File: config.mk
export PLATFORM = sky130hd
export DESIGN_NAME = pc_control
export DESIGN_NICKNAME = d
export VERILOG_FILES = /design/src/rtl/isa_pkg.sv /design/src/rtl/pc_cond_eval.sv /design/src/rtl/pc_control.sv
export SDC_FILE = /design/constraint.sdc
export NUM_CORES = 1
export LEC_CHECK = 0
export CAP_MARGIN = 20
export CORE_MARGIN = 2
export CORE_UTILIZATION = 45
export CTS_BUF_LIST = sky130_fd_sc_hd__clkbuf_4 sky130_fd_sc_hd__clkbuf_8 sky130_fd_sc_hd__clkbuf_16
export CTS_CLUSTER_SIZE = 8
export DETAILED_ROUTE_END_ITERATION = 6
export GPL_ROUTABILITY_DRIVEN = 0
export PLACE_DENSITY = 0.81
export SLEW_MARGIN = 20
export SYNTH_ARGS = -nofsm -noshare
export SYNTH_HDL_FRONTEND = slang
export SYNTH_SLANG_ARGS = --single-unit
File: constraint.sdc
create_clock -name clk -period 3.35 [get_ports clk]
set_input_delay 0.67 -clock clk [delete_from_list [all_inputs] [get_ports clk]]
set_output_delay 0.67 -clock clk [all_outputs]
set_load 0.01 [all_outputs]
File: src/rtl/isa_pkg.sv
// Shared ISA definitions for the 16-bit single-cycle processor:
// opcode constants, branch condition codes and ALU flag bit positions.
package isa_pkg;

  localparam logic [3:0] OP_B   = 4'hC;
  localparam logic [3:0] OP_BR  = 4'hD;
  localparam logic [3:0] OP_HLT = 4'hF;

  localparam int FLAG_N = 2;
  localparam int FLAG_V = 1;
  localparam int FLAG_Z = 0;

  typedef enum logic [2:0] {
    NEQ    = 3'b000,
    EQ     = 3'b001,
    GT     = 3'b010,
    LT     = 3'b011,
    GTE    = 3'b100,
    LTE    = 3'b101,
    OVFL   = 3'b110,
    UNCOND = 3'b111
  } cc_e;

endpackage

File: src/rtl/pc_cond_eval.sv
// Branch condition evaluator: decides whether a condition code holds for
// the given {N, V, Z} flags. Purely combinational so it can be shared by
// the single-cycle and pipelined PC logic.
module pc_cond_eval
  import isa_pkg::*;
(
  input  logic [2:0] cond,
  input  logic [2:0] flags,
  output logic       taken
);

  logic w_n;
  logic w_v;
  logic w_z;

  assign w_n = flags[FLAG_N];
  assign w_v = flags[FLAG_V];
  assign w_z = flags[FLAG_Z];

  // Map each condition code onto its flag expression.
  always_comb begin
    taken = 1'b0;
    case (cc_e'(cond))
      NEQ:     taken = ~w_z;
      EQ:      taken = w_z;
      GT:      taken = ~w_z & ~w_n;
      LT:      taken = w_n;
      GTE:     taken = w_z | ~w_n;
      LTE:     taken = w_n | w_z;
      OVFL:    taken = w_v;
      UNCOND:  taken = 1'b1;
      default: taken = 1'b0;
    endcase
  end

endmodule

File: src/rtl/pc_control.sv
// Next-PC generator: picks sequential, PC-relative branch, register branch
// or halt address each cycle and registers it as the next fetch address.
// Optional macro PC_CONTROL_TAKEN_OUT_EN adds a combinational branch_taken
// output; the PC behaviour does not depend on it.
module pc_control
  import isa_pkg::*;
#(
  parameter int              ADDR_W   = 16,
  parameter logic [ADDR_W-1:0] RESET_PC = 16'h0000
) (
  input  logic              clk,
  input  logic              rst,
  input  logic [2:0]        flags,
  input  logic [ADDR_W-1:0] instruction,
  input  logic [ADDR_W-1:0] branch_reg_addr,
  input  logic [ADDR_W-1:0] pc_addr_in,
`ifdef PC_CONTROL_TAKEN_OUT_EN
  output logic              branch_taken,
`endif
  output logic [ADDR_W-1:0] pc_addr_out
);

  logic [3:0]        w_opcode;
  logic [2:0]        w_cond;
  logic              w_cond_true;
  logic              w_is_branch;
  logic [ADDR_W-1:0] w_pc_plus2;
  logic [ADDR_W-1:0] w_offset;
  logic [ADDR_W-1:0] w_target_b;
  logic [ADDR_W-1:0] w_next_pc;
  logic [ADDR_W-1:0] r_pc;

  assign w_opcode = instruction[15:12];
  assign w_cond   = instruction[11:9];

  pc_cond_eval u_cond_eval (
    .cond  (w_cond),
    .flags (flags),
    .taken (w_cond_true)
  );

  // Sequential and PC-relative targets; offset is a signed halfword count.
  always_comb begin
    w_pc_plus2 = pc_addr_in + 16'd2;
    w_offset   = {{6{instruction[8]}}, instruction[8:0], 1'b0};
    w_target_b = w_pc_plus2 + w_offset;
  end

  // Next-PC select: halt holds, taken branches jump, everything else steps.
  always_comb begin
    w_next_pc   = w_pc_plus2;
    w_is_branch = 1'b0;
    case (w_opcode)
      OP_HLT: begin
        w_next_pc = pc_addr_in;
      end
      OP_B: begin
        w_is_branch = 1'b1;
        if (w_cond_true) begin
          w_next_pc = w_target_b;
        end else begin
          w_next_pc = w_pc_plus2;
        end
      end
      OP_BR: begin
        w_is_branch = 1'b1;
        if (w_cond_true) begin
          w_next_pc = branch_reg_addr;
        end else begin
          w_next_pc = w_pc_plus2;
        end
      end
      default: begin
        w_next_pc = w_pc_plus2;
      end
    endcase
  end

  // PC register; reset wins over halt and branches.
  always_ff @(posedge clk) begin
    if (rst) begin
      r_pc <= RESET_PC;
    end else begin
      r_pc <= w_next_pc;
    end
  end

  assign pc_addr_out = r_pc;

`ifdef PC_CONTROL_TAKEN_OUT_EN
  // Taken indication for the current instruction, masked during reset.
  always_comb begin
    branch_taken = w_is_branch & w_cond_true & ~rst;
  end
`else
  logic w_unused_branch;
  assign w_unused_branch = w_is_branch;
`endif

endmodule

==> results of run 1 <==
cell families after synthesis:
family,after synthesis,share of synthesized area
AO/OA/AOI/OAI,85,0.301
XOR/XNOR,23,0.110
adder cells (fa/ha/maj),17,0.120
buffers and inverters,15,0.0424
flip-flops,16,0.175
multiplexers,3,0.0171
AND/OR/NAND/NOR,82,0.234
cell usage after synthesis (2+ instances only):
master / count
sky130_fd_sc_hd__inv_1: 7
sky130_fd_sc_hd__buf_2: 2
sky130_fd_sc_hd__o21ai_0: 12
sky130_fd_sc_hd__nand4_1: 4
sky130_fd_sc_hd__nand2_1: 26
sky130_fd_sc_hd__nand3_1: 12
sky130_fd_sc_hd__ha_1: 16
sky130_fd_sc_hd__clkbuf_1: 2
sky130_fd_sc_hd__a222oi_1: 5
sky130_fd_sc_hd__a21oi_1: 29
sky130_fd_sc_hd__a211oi_1: 5
sky130_fd_sc_hd__or3_1: 2
sky130_fd_sc_hd__mux2i_1: 2
sky130_fd_sc_hd__a22oi_1: 8
sky130_fd_sc_hd__and3_1: 7
sky130_fd_sc_hd__nor3_1: 2
sky130_fd_sc_hd__buf_6: 2
sky130_fd_sc_hd__o22ai_1: 2
sky130_fd_sc_hd__o31ai_1: 3
sky130_fd_sc_hd__nand2b_1: 2
sky130_fd_sc_hd__a31oi_1: 5
sky130_fd_sc_hd__or3b_1: 3
sky130_fd_sc_hd__nor2_1: 12
sky130_fd_sc_hd__dfxtp_1: 16
sky130_fd_sc_hd__xnor2_1: 17
sky130_fd_sc_hd__a21o_1: 3
sky130_fd_sc_hd__xor2_1: 6
placed cells by master, fill, tap and decap left out, types with 3 or more instances in the layout:
cell                              count
sky130_fd_sc_hd__inv_1                7
sky130_fd_sc_hd__nand4_1              4
sky130_fd_sc_hd__xor2_1               5
sky130_fd_sc_hd__nand2_1             26
sky130_fd_sc_hd__dfxtp_1             16
sky130_fd_sc_hd__clkdlybuf4s50_1     66
sky130_fd_sc_hd__xnor2_1             16
sky130_fd_sc_hd__a211oi_1             4
sky130_fd_sc_hd__nand3_1             11
sky130_fd_sc_hd__a22oi_1              8
sky130_fd_sc_hd__and3_1               7
sky130_fd_sc_hd__o21ai_0             11
sky130_fd_sc_hd__or3b_1               3
sky130_fd_sc_hd__a222oi_1             5
sky130_fd_sc_hd__clkbuf_8             4
sky130_fd_sc_hd__a31oi_1              4
sky130_fd_sc_hd__a21oi_1             28
sky130_fd_sc_hd__buf_4               54
sky130_fd_sc_hd__ha_1                14
sky130_fd_sc_hd__nor2_1              11
sky130_fd_sc_hd__a21o_1               3
layout make-up:
class / count / area (um2)
Fill cell: 282 / 902
Clock buffer: 4 / 55.1
Timing Repair Buffer: 122 / 1090
Tap cell: 50 / 62.6
Inverter: 7 / 26.3
Sequential cell: 16 / 320
Multi-Input combinational cell: 210 / 1520
per-stage QoR:
stage	setup WS [ns]	hold WS, ns	std cells
floorplan	0.411	0.814	241
global placement	-0.227	1.29	402
detailed placement	-0.362	1.30	402
CTS	0.0191	1.02	407
global route	-0.152	0.913	409
finish	0.0809	0.924	409
repair_timing:
action,in CTS,in global routing
hold buffers,0,0
setup endpoints to repair,4,7
pin swaps,2,5
resized for setup,5,13
setup buffers,1,2
final timing paths:
check / endpoint / slack [ns] / depth (start not counted)
hold / removal: pc_addr_out[1] / 0.92 / 3
setup / recovery: pc_addr_out[14] / 0.08 / 12
layer usage:
metal,up-vias,wire length (um),global-route usage
met2,187,3460,0.525
met5,-,0,0
met3,39,752,0.0450
li1,1153,-,-
met4,0,354,0.148
met1,1154,2830,0.375
power by group through the flow:
| stage | combinational [mW] | clock [mW] | sequential, mW |
|---|---|---|---|
| after CTS | 0.420 | 0.191 | 0.209 |
| after global placement | 0.402 | 0 | 0.212 |
| after global routing | 0.479 | 0.201 | 0.210 |
| after detailed placement | 0.413 | 0 | 0.213 |
| after floorplan | 0.186 | 0 | 0.220 |
| final | 0.448 | 0.191 | 0.208 |
worst max-delay path, stage by stage:
cell and delay, ns:
sky130_fd_sc_hd__clkdlybuf4s50_1 0.54, sky130_fd_sc_hd__nand4_1 0.16, sky130_fd_sc_hd__buf_4 0.18, sky130_fd_sc_hd__nor3_1 0.31
sky130_fd_sc_hd__xor2_1 0.23, sky130_fd_sc_hd__ha_1 0.31, sky130_fd_sc_hd__a21oi_1 0.19, sky130_fd_sc_hd__o21ai_0 0.13
sky130_fd_sc_hd__a31oi_1 0.30, sky130_fd_sc_hd__a21oi_1 0.12, sky130_fd_sc_hd__o21ai_0 0.17, sky130_fd_sc_hd__a21oi_1 0.08
==> flow_metrics.env, run 1 <==
export IMPL_run_status="finished clean"
export IMPL_drt_vias_per_instance=6.19
export IMPL_wl_per_cell_um=18.1
export IMPL_hp_class="in -> reg"
export IMPL_drt_antenna_violating_nets=0
export IMPL_number_of_placement_rows=23
export IMPL_power_share_sequential=0.246
export IMPL_die_h_um=67.8
export IMPL_cts_max_level=1
export IMPL_synth_yosys_seq_area_share=0.175
export IMPL_die_width_um=67.8
export IMPL_clock_sinks=16
export IMPL_postPlaceCellArea_um2=2910
export IMPL_globalRouteTotalUtil=0.307
export IMPL_combinationalPowerShare=0.529
export IMPL_power_report_internal_total_uw=549
export IMPL_cellLeakagePower_nw=1.28
export IMPL_min_period_ns=3.27
export IMPL_max_cap_violations=0
export IMPL_worst_slew_pin_transition_ns=1.02
export IMPL_critical_path_required_ns=3.47
export IMPL_setup_total_negative_slack_ns=0
export IMPL_post_synth_num_cell_types=56
export IMPL_detailedRoute_firstPassIterationCount=6
export IMPL_critical_path_start_type="primary input"
export IMPL_ctsRootBufferMaster="sky130_fd_sc_hd__clkbuf_8"
export IMPL_clockBufferDepth=2
export IMPL_initial_antenna_violation_count=0
export IMPL_n_antenna_cell=0
export IMPL_largest_register_ff_count=16
export IMPL_route_detailed_drc=0
export IMPL_area_growth_pct=67.7
export IMPL_dp_hpwl_mm=5.29
export IMPL_timing_hold_worst_start="pc_addr_in[1]"
export IMPL_totalPowerFinal_uw=848
export IMPL_top_level_ports=69
export IMPL_synth_seq_cells=16
export IMPL_timing_critical_path_from="pc_addr_in[9]"
export IMPL_worst_setup_path_type="in -> reg"
export IMPL_synthesis_area_um2=1830
export IMPL_hold_viol=0
export IMPL_synth_top_area_share=0.175
export IMPL_ys_flop_type="sky130_fd_sc_hd__dfxtp_1"
export IMPL_fin_area_um2=3070
export IMPL_pwr_density_cell_nw_per_um2=276
export IMPL_max_slew_violations=0
export IMPL_final_period_utilization=0.976
export IMPL_timing_final_setup_violations=0
export IMPL_fin_nets=430
export IMPL_timing_fmax_ghz=0.306
export IMPL_grt_max_degree=17
export IMPL_cts_clk_slew_worst_paths_ns=0.08
export IMPL_tritoncts="built"
export IMPL_sw_frac_of_total=0.352
export IMPL_vdd_ir_drop_max_v=0.000161
export IMPL_routed_wl_mm=7.40
export IMPL_critPathCaptureType="register"
export IMPL_vias=2533
export IMPL_globalRouteOverflowTotal=0
export IMPL_synth_top_area_cell="sky130_fd_sc_hd__dfxtp_1"
export IMPL_buffer_ports_inserted=68
export IMPL_ys_top_cells_by_area="sky130_fd_sc_hd__dfxtp_1, sky130_fd_sc_hd__ha_1, sky130_fd_sc_hd__xnor2_1"
export IMPL_cp_max_fo=4
export IMPL_postSynthNetCount=311
export IMPL_synth_edf_count=0
export IMPL_cts_inserted_buffers=3
export IMPL_coreArea_um2=3970
export IMPL_die_area_um2=4590
export IMPL_timing_slew_headroom=0.319
export IMPL_first_global_vias=2357
export IMPL_p_switching_uw=298
export IMPL_drive_above_1_share=0.212
export IMPL_grt_first_pass_wirelength_mm=10.6
export IMPL_start_util=0.461
export IMPL_post_synth_inst_count=241
export IMPL_postSynthAreaPerCell_um2=7.60
export IMPL_core_occupancy_in_the_finished_layout=0.773
export IMPL_worstPathArrival_ns=3.39
export IMPL_synth_yosys_warnings=0
export IMPL_async_s_r_ff_share_synth=0
export IMPL_share_clk_of_total_power=0.226
export IMPL_detailedRoute_firstIterationViolations=327
Note: power is estimated with default switching activity, not from simulation.
==> inputs of run 2 (changes only) <==
--- a/config.mk
+++ b/config.mk
@@ -9,7 +9,7 @@
 export CORE_MARGIN = 2
 export CORE_UTILIZATION = 45
 export CTS_BUF_LIST = sky130_fd_sc_hd__clkbuf_4 sky130_fd_sc_hd__clkbuf_8 sky130_fd_sc_hd__clkbuf_16
-export CTS_CLUSTER_SIZE = 8
+export CTS_CLUSTER_SIZE = 14
 export DETAILED_ROUTE_END_ITERATION = 6
 export GPL_ROUTABILITY_DRIVEN = 0
 export PLACE_DENSITY = 0.81
==> results of run 2 <==
The final DEF is identical to that of run 1; final timing and power are the same.
==> inputs of run 3 (changes only) <==
--- a/config.mk
+++ b/config.mk
@@ -5,6 +5,7 @@
 export SDC_FILE = /design/constraint.sdc
 export NUM_CORES = 1
 export LEC_CHECK = 0
+export ABC_AREA = 1
 export CAP_MARGIN = 20
 export CORE_MARGIN = 2
 export CORE_UTILIZATION = 45
@@ -12,7 +13,7 @@
 export CTS_CLUSTER_SIZE = 14
 export DETAILED_ROUTE_END_ITERATION = 6
 export GPL_ROUTABILITY_DRIVEN = 0
-export PLACE_DENSITY = 0.81
+export PLACE_DENSITY = 0.78
 export SLEW_MARGIN = 20
 export SYNTH_ARGS = -nofsm -noshare
 export SYNTH_HDL_FRONTEND = slang
==> flow_metrics.env, run 3 <==
export IMPL_wl_per_cell_um=13.2
export IMPL_timing_fmax_ghz=0.320
export IMPL_yosys_cell_count_top_type="sky130_fd_sc_hd__nand2_1"
export IMPL_largest_register_ff_count=16
export IMPL_dp_hpwl_mm=5.50
export IMPL_critical_path_start_type="primary input"
export IMPL_critical_path_required_ns=3.55
export IMPL_combinationalPowerShare=0.498
export IMPL_drt_vias_per_instance=5.18
export IMPL_postSynthNetCount=440
export IMPL_worst_slew_pin_transition_ns=0.463
export IMPL_sw_frac_of_total=0.364
export IMPL_crit_chain="clkdlybuf4s50_1, ha_2, nand3_4, nor2_8, nand2_2, nor2_4, xor2_1, inv_1, ha_1, nand2_1, nor2_1, and2_1, nand2_1, nand2_1, nand3_1, nand3_1, nand3_1, a21oi_2"
export IMPL_max_slew_violations=0
export IMPL_critPathCaptureType="register"
export IMPL_number_of_placement_rows=25
export IMPL_cts_max_level=1
export IMPL_first_global_vias=2444
export IMPL_synth_yosys_seq_area_share=0.148
export IMPL_vias=2641
export IMPL_postSynthAreaPerCell_um2=5.86
export IMPL_power_share_sequential=0.267
export IMPL_synth_top_area_share=0.189
export IMPL_share_clk_of_total_power=0.235
export IMPL_drt_antenna_violating_nets=0
export IMPL_pwr_density_cell_nw_per_um2=253
export IMPL_globalRouteOverflowTotal=0
export IMPL_start_util=0.462
export IMPL_fin_nets=527
export IMPL_globalRouteMet1Util=0.321
export IMPL_grt_first_pass_wirelength_mm=10.7
export IMPL_detailedRoute_firstPassIterationCount=5
export IMPL_run_status="finished clean"
export IMPL_min_period_ns=3.13
export IMPL_die_width_um=73.4
export IMPL_cellLeakagePower_nw=1.57
export IMPL_core_occupancy_in_the_finished_layout=0.657
export IMPL_detailedRoute_firstIterationViolations=144
export IMPL_drive_above_1_share=0.0943
export IMPL_route_detailed_drc=0
export IMPL_cp_slowest_stage_delay_ns=0.52
export IMPL_mostFrequentLayoutCells="sky130_fd_sc_hd__nand2_1, sky130_fd_sc_hd__clkdlybuf4s50_1, sky130_fd_sc_hd__inv_1"
export IMPL_timing_final_setup_violations=0
export IMPL_post_synth_most_frequent_cells="sky130_fd_sc_hd__nand2_1, sky130_fd_sc_hd__inv_1, sky130_fd_sc_hd__nor2_1"
export IMPL_tritoncts="built"
export IMPL_ctsRootBufferMaster="sky130_fd_sc_hd__clkbuf_8"
export IMPL_final_period_utilization=0.934
export IMPL_synth_edf_count=0
export IMPL_ys_flop_type="sky130_fd_sc_hd__dfxtp_1"
export IMPL_nFillCells=436
export IMPL_async_s_r_ff_share_synth=0
export IMPL_cp_max_fo=5
export IMPL_layout_cells_most_common="sky130_fd_sc_hd__nand2_1"
export IMPL_rsz_0062_raised_after_global_routing="false"
export IMPL_die_h_um=73.4
export IMPL_post_cts_setup_buffer_count=0
export IMPL_cts_clk_slew_worst_paths_ns=0.07
export IMPL_globalRouteTotalUtil=0.255
export IMPL_grtUsageMet2=0.445
export IMPL_routed_wl_mm=6.75
export IMPL_max_cap_violations=0
export IMPL_power_report_internal_total_uw=497
export IMPL_top_level_ports=69
export IMPL_clockBufferDepth=2
export IMPL_post_synth_inst_count=370
export IMPL_hp_class="in -> reg"
export IMPL_synth_top_area_cell="sky130_fd_sc_hd__nand2_1"
export IMPL_synth_seq_cells=16
export IMPL_synthesis_area_um2=2170
export IMPL_p_switching_uw=284
export IMPL_coreArea_um2=4690
export IMPL_grt_max_degree=15
export IMPL_die_area_um2=5390
export IMPL_ys_top_cells_by_area="sky130_fd_sc_hd__nand2_1, sky130_fd_sc_hd__dfxtp_1, sky130_fd_sc_hd__ha_1"
export IMPL_buffer_ports_inserted=68
export IMPL_totalPowerFinal_uw=781
export IMPL_cts_inserted_buffers=3
export IMPL_timing_slew_headroom=0.691
export IMPL_area_growth_pct=42.2
export IMPL_vdd_ir_drop_max_v=0.000132
export IMPL_worstPathArrival_ns=3.33
export IMPL_grt_use_met3=0.0219
export IMPL_gr_busiest_metal="met2"
export IMPL_hold_viol=0
export IMPL_n_antenna_cell=0
export IMPL_synth_yosys_warnings=0
export IMPL_post_synth_num_cell_types=38
export IMPL_crit_slowest_cell="sky130_fd_sc_hd__clkdlybuf4s50_1"
export IMPL_initial_antenna_violation_count=0
export IMPL_worst_setup_path_type="in -> reg"
export IMPL_clock_sinks=16
-- run 3: changes by cell type after synthesis, sizes merged, moves of 5 or more --
cell / before / now
a211oi: 5 / 0
a222oi: 5 / 0
a22oi: 8 / 2
and3: 7 / 0
inv: 7 / 51
nand2: 26 / 114
nand3: 12 / 30
nand3b: 1 / 7
nor2: 12 / 41
o21ai: 13 / 23
xnor2: 17 / 6
-- run 3: path summary, 6_finish.rpt --
path	slack (ns)	to	from	cells after the start
min	0.95	pc_addr_out[1]	pc_addr_in[1]	5
max	0.22	pc_addr_out[15]	pc_addr_in[2]	18
-- run 3: area by class of cell --
class	count	area [um2]	area share
clock buffer	4	55.1	0.0178
inverter	52	195	0.0633
sequential	16	320	0.104
tap	54	67.6	0.0219
multi-input combinational	296	1610	0.522
timing repair buffer	88	836	0.271
-- run 3: metal layers --
metal	part of all wire	vias up
met5	0	-
met4	0.023	0
met3	0.053	13
met2	0.47	99
met1	0.45	1160
li1	-	1369
-- run 3: timing repair --
action | CTS | global route
resized for setup | 0 | 3
hold buffers | 0 | 0
endpoints found under the setup margin | 0 | 2
-- run 3: cell families after synthesis --
| kind of cell | synth area share |
|---|---|
| DFF | 0.148 |
| AOI/OAI and AO/OA | 0.154 |
| and+or+nand+nor | 0.433 |
| adders and majority gates | 0.101 |
| xor gates and xnor gates | 0.0525 |
| buffers and inverters | 0.111 |
-- run 3: power by group through the flow --
stage | clock [mW] | sequential [mW] | combinational, mW
floorplan | 0 | 0.221 | 0.206
global placement | 0 | 0.213 | 0.377
detailed placement | 0 | 0.213 | 0.383
CTS | 0.186 | 0.209 | 0.385
global route | 0.192 | 0.210 | 0.429
finish | 0.183 | 0.209 | 0.389
-- run 3: worst max-delay path, delay by kind of cell --
kind | cells | cell delay (ns)
xor+xnor | 1 | 0.16
buf+inv | 2 | 0.62
compound gates | 1 | 0.14
simple gates | 12 | 1.19
fa+ha+maj | 2 | 0.53
-- run 3: per-stage QoR --
stage / setup WS (ns) / hold slack [ns] / TNS, ns / area (um2) / instances
global route: 0.0176 / 1.02 / 0 / 3080 / 510
global placement: 0.0652 / 1.27 / 0 / 3020 / 506
floorplan: 0.738 / 0.739 / 0 / 2170 / 370
detailed placement: -0.0395 / 1.27 / -0.0395 / 3020 / 506
finish: 0.221 / 0.947 / 0 / 3080 / 510
CTS: 0.216 / 0.996 / 0 / 3080 / 510
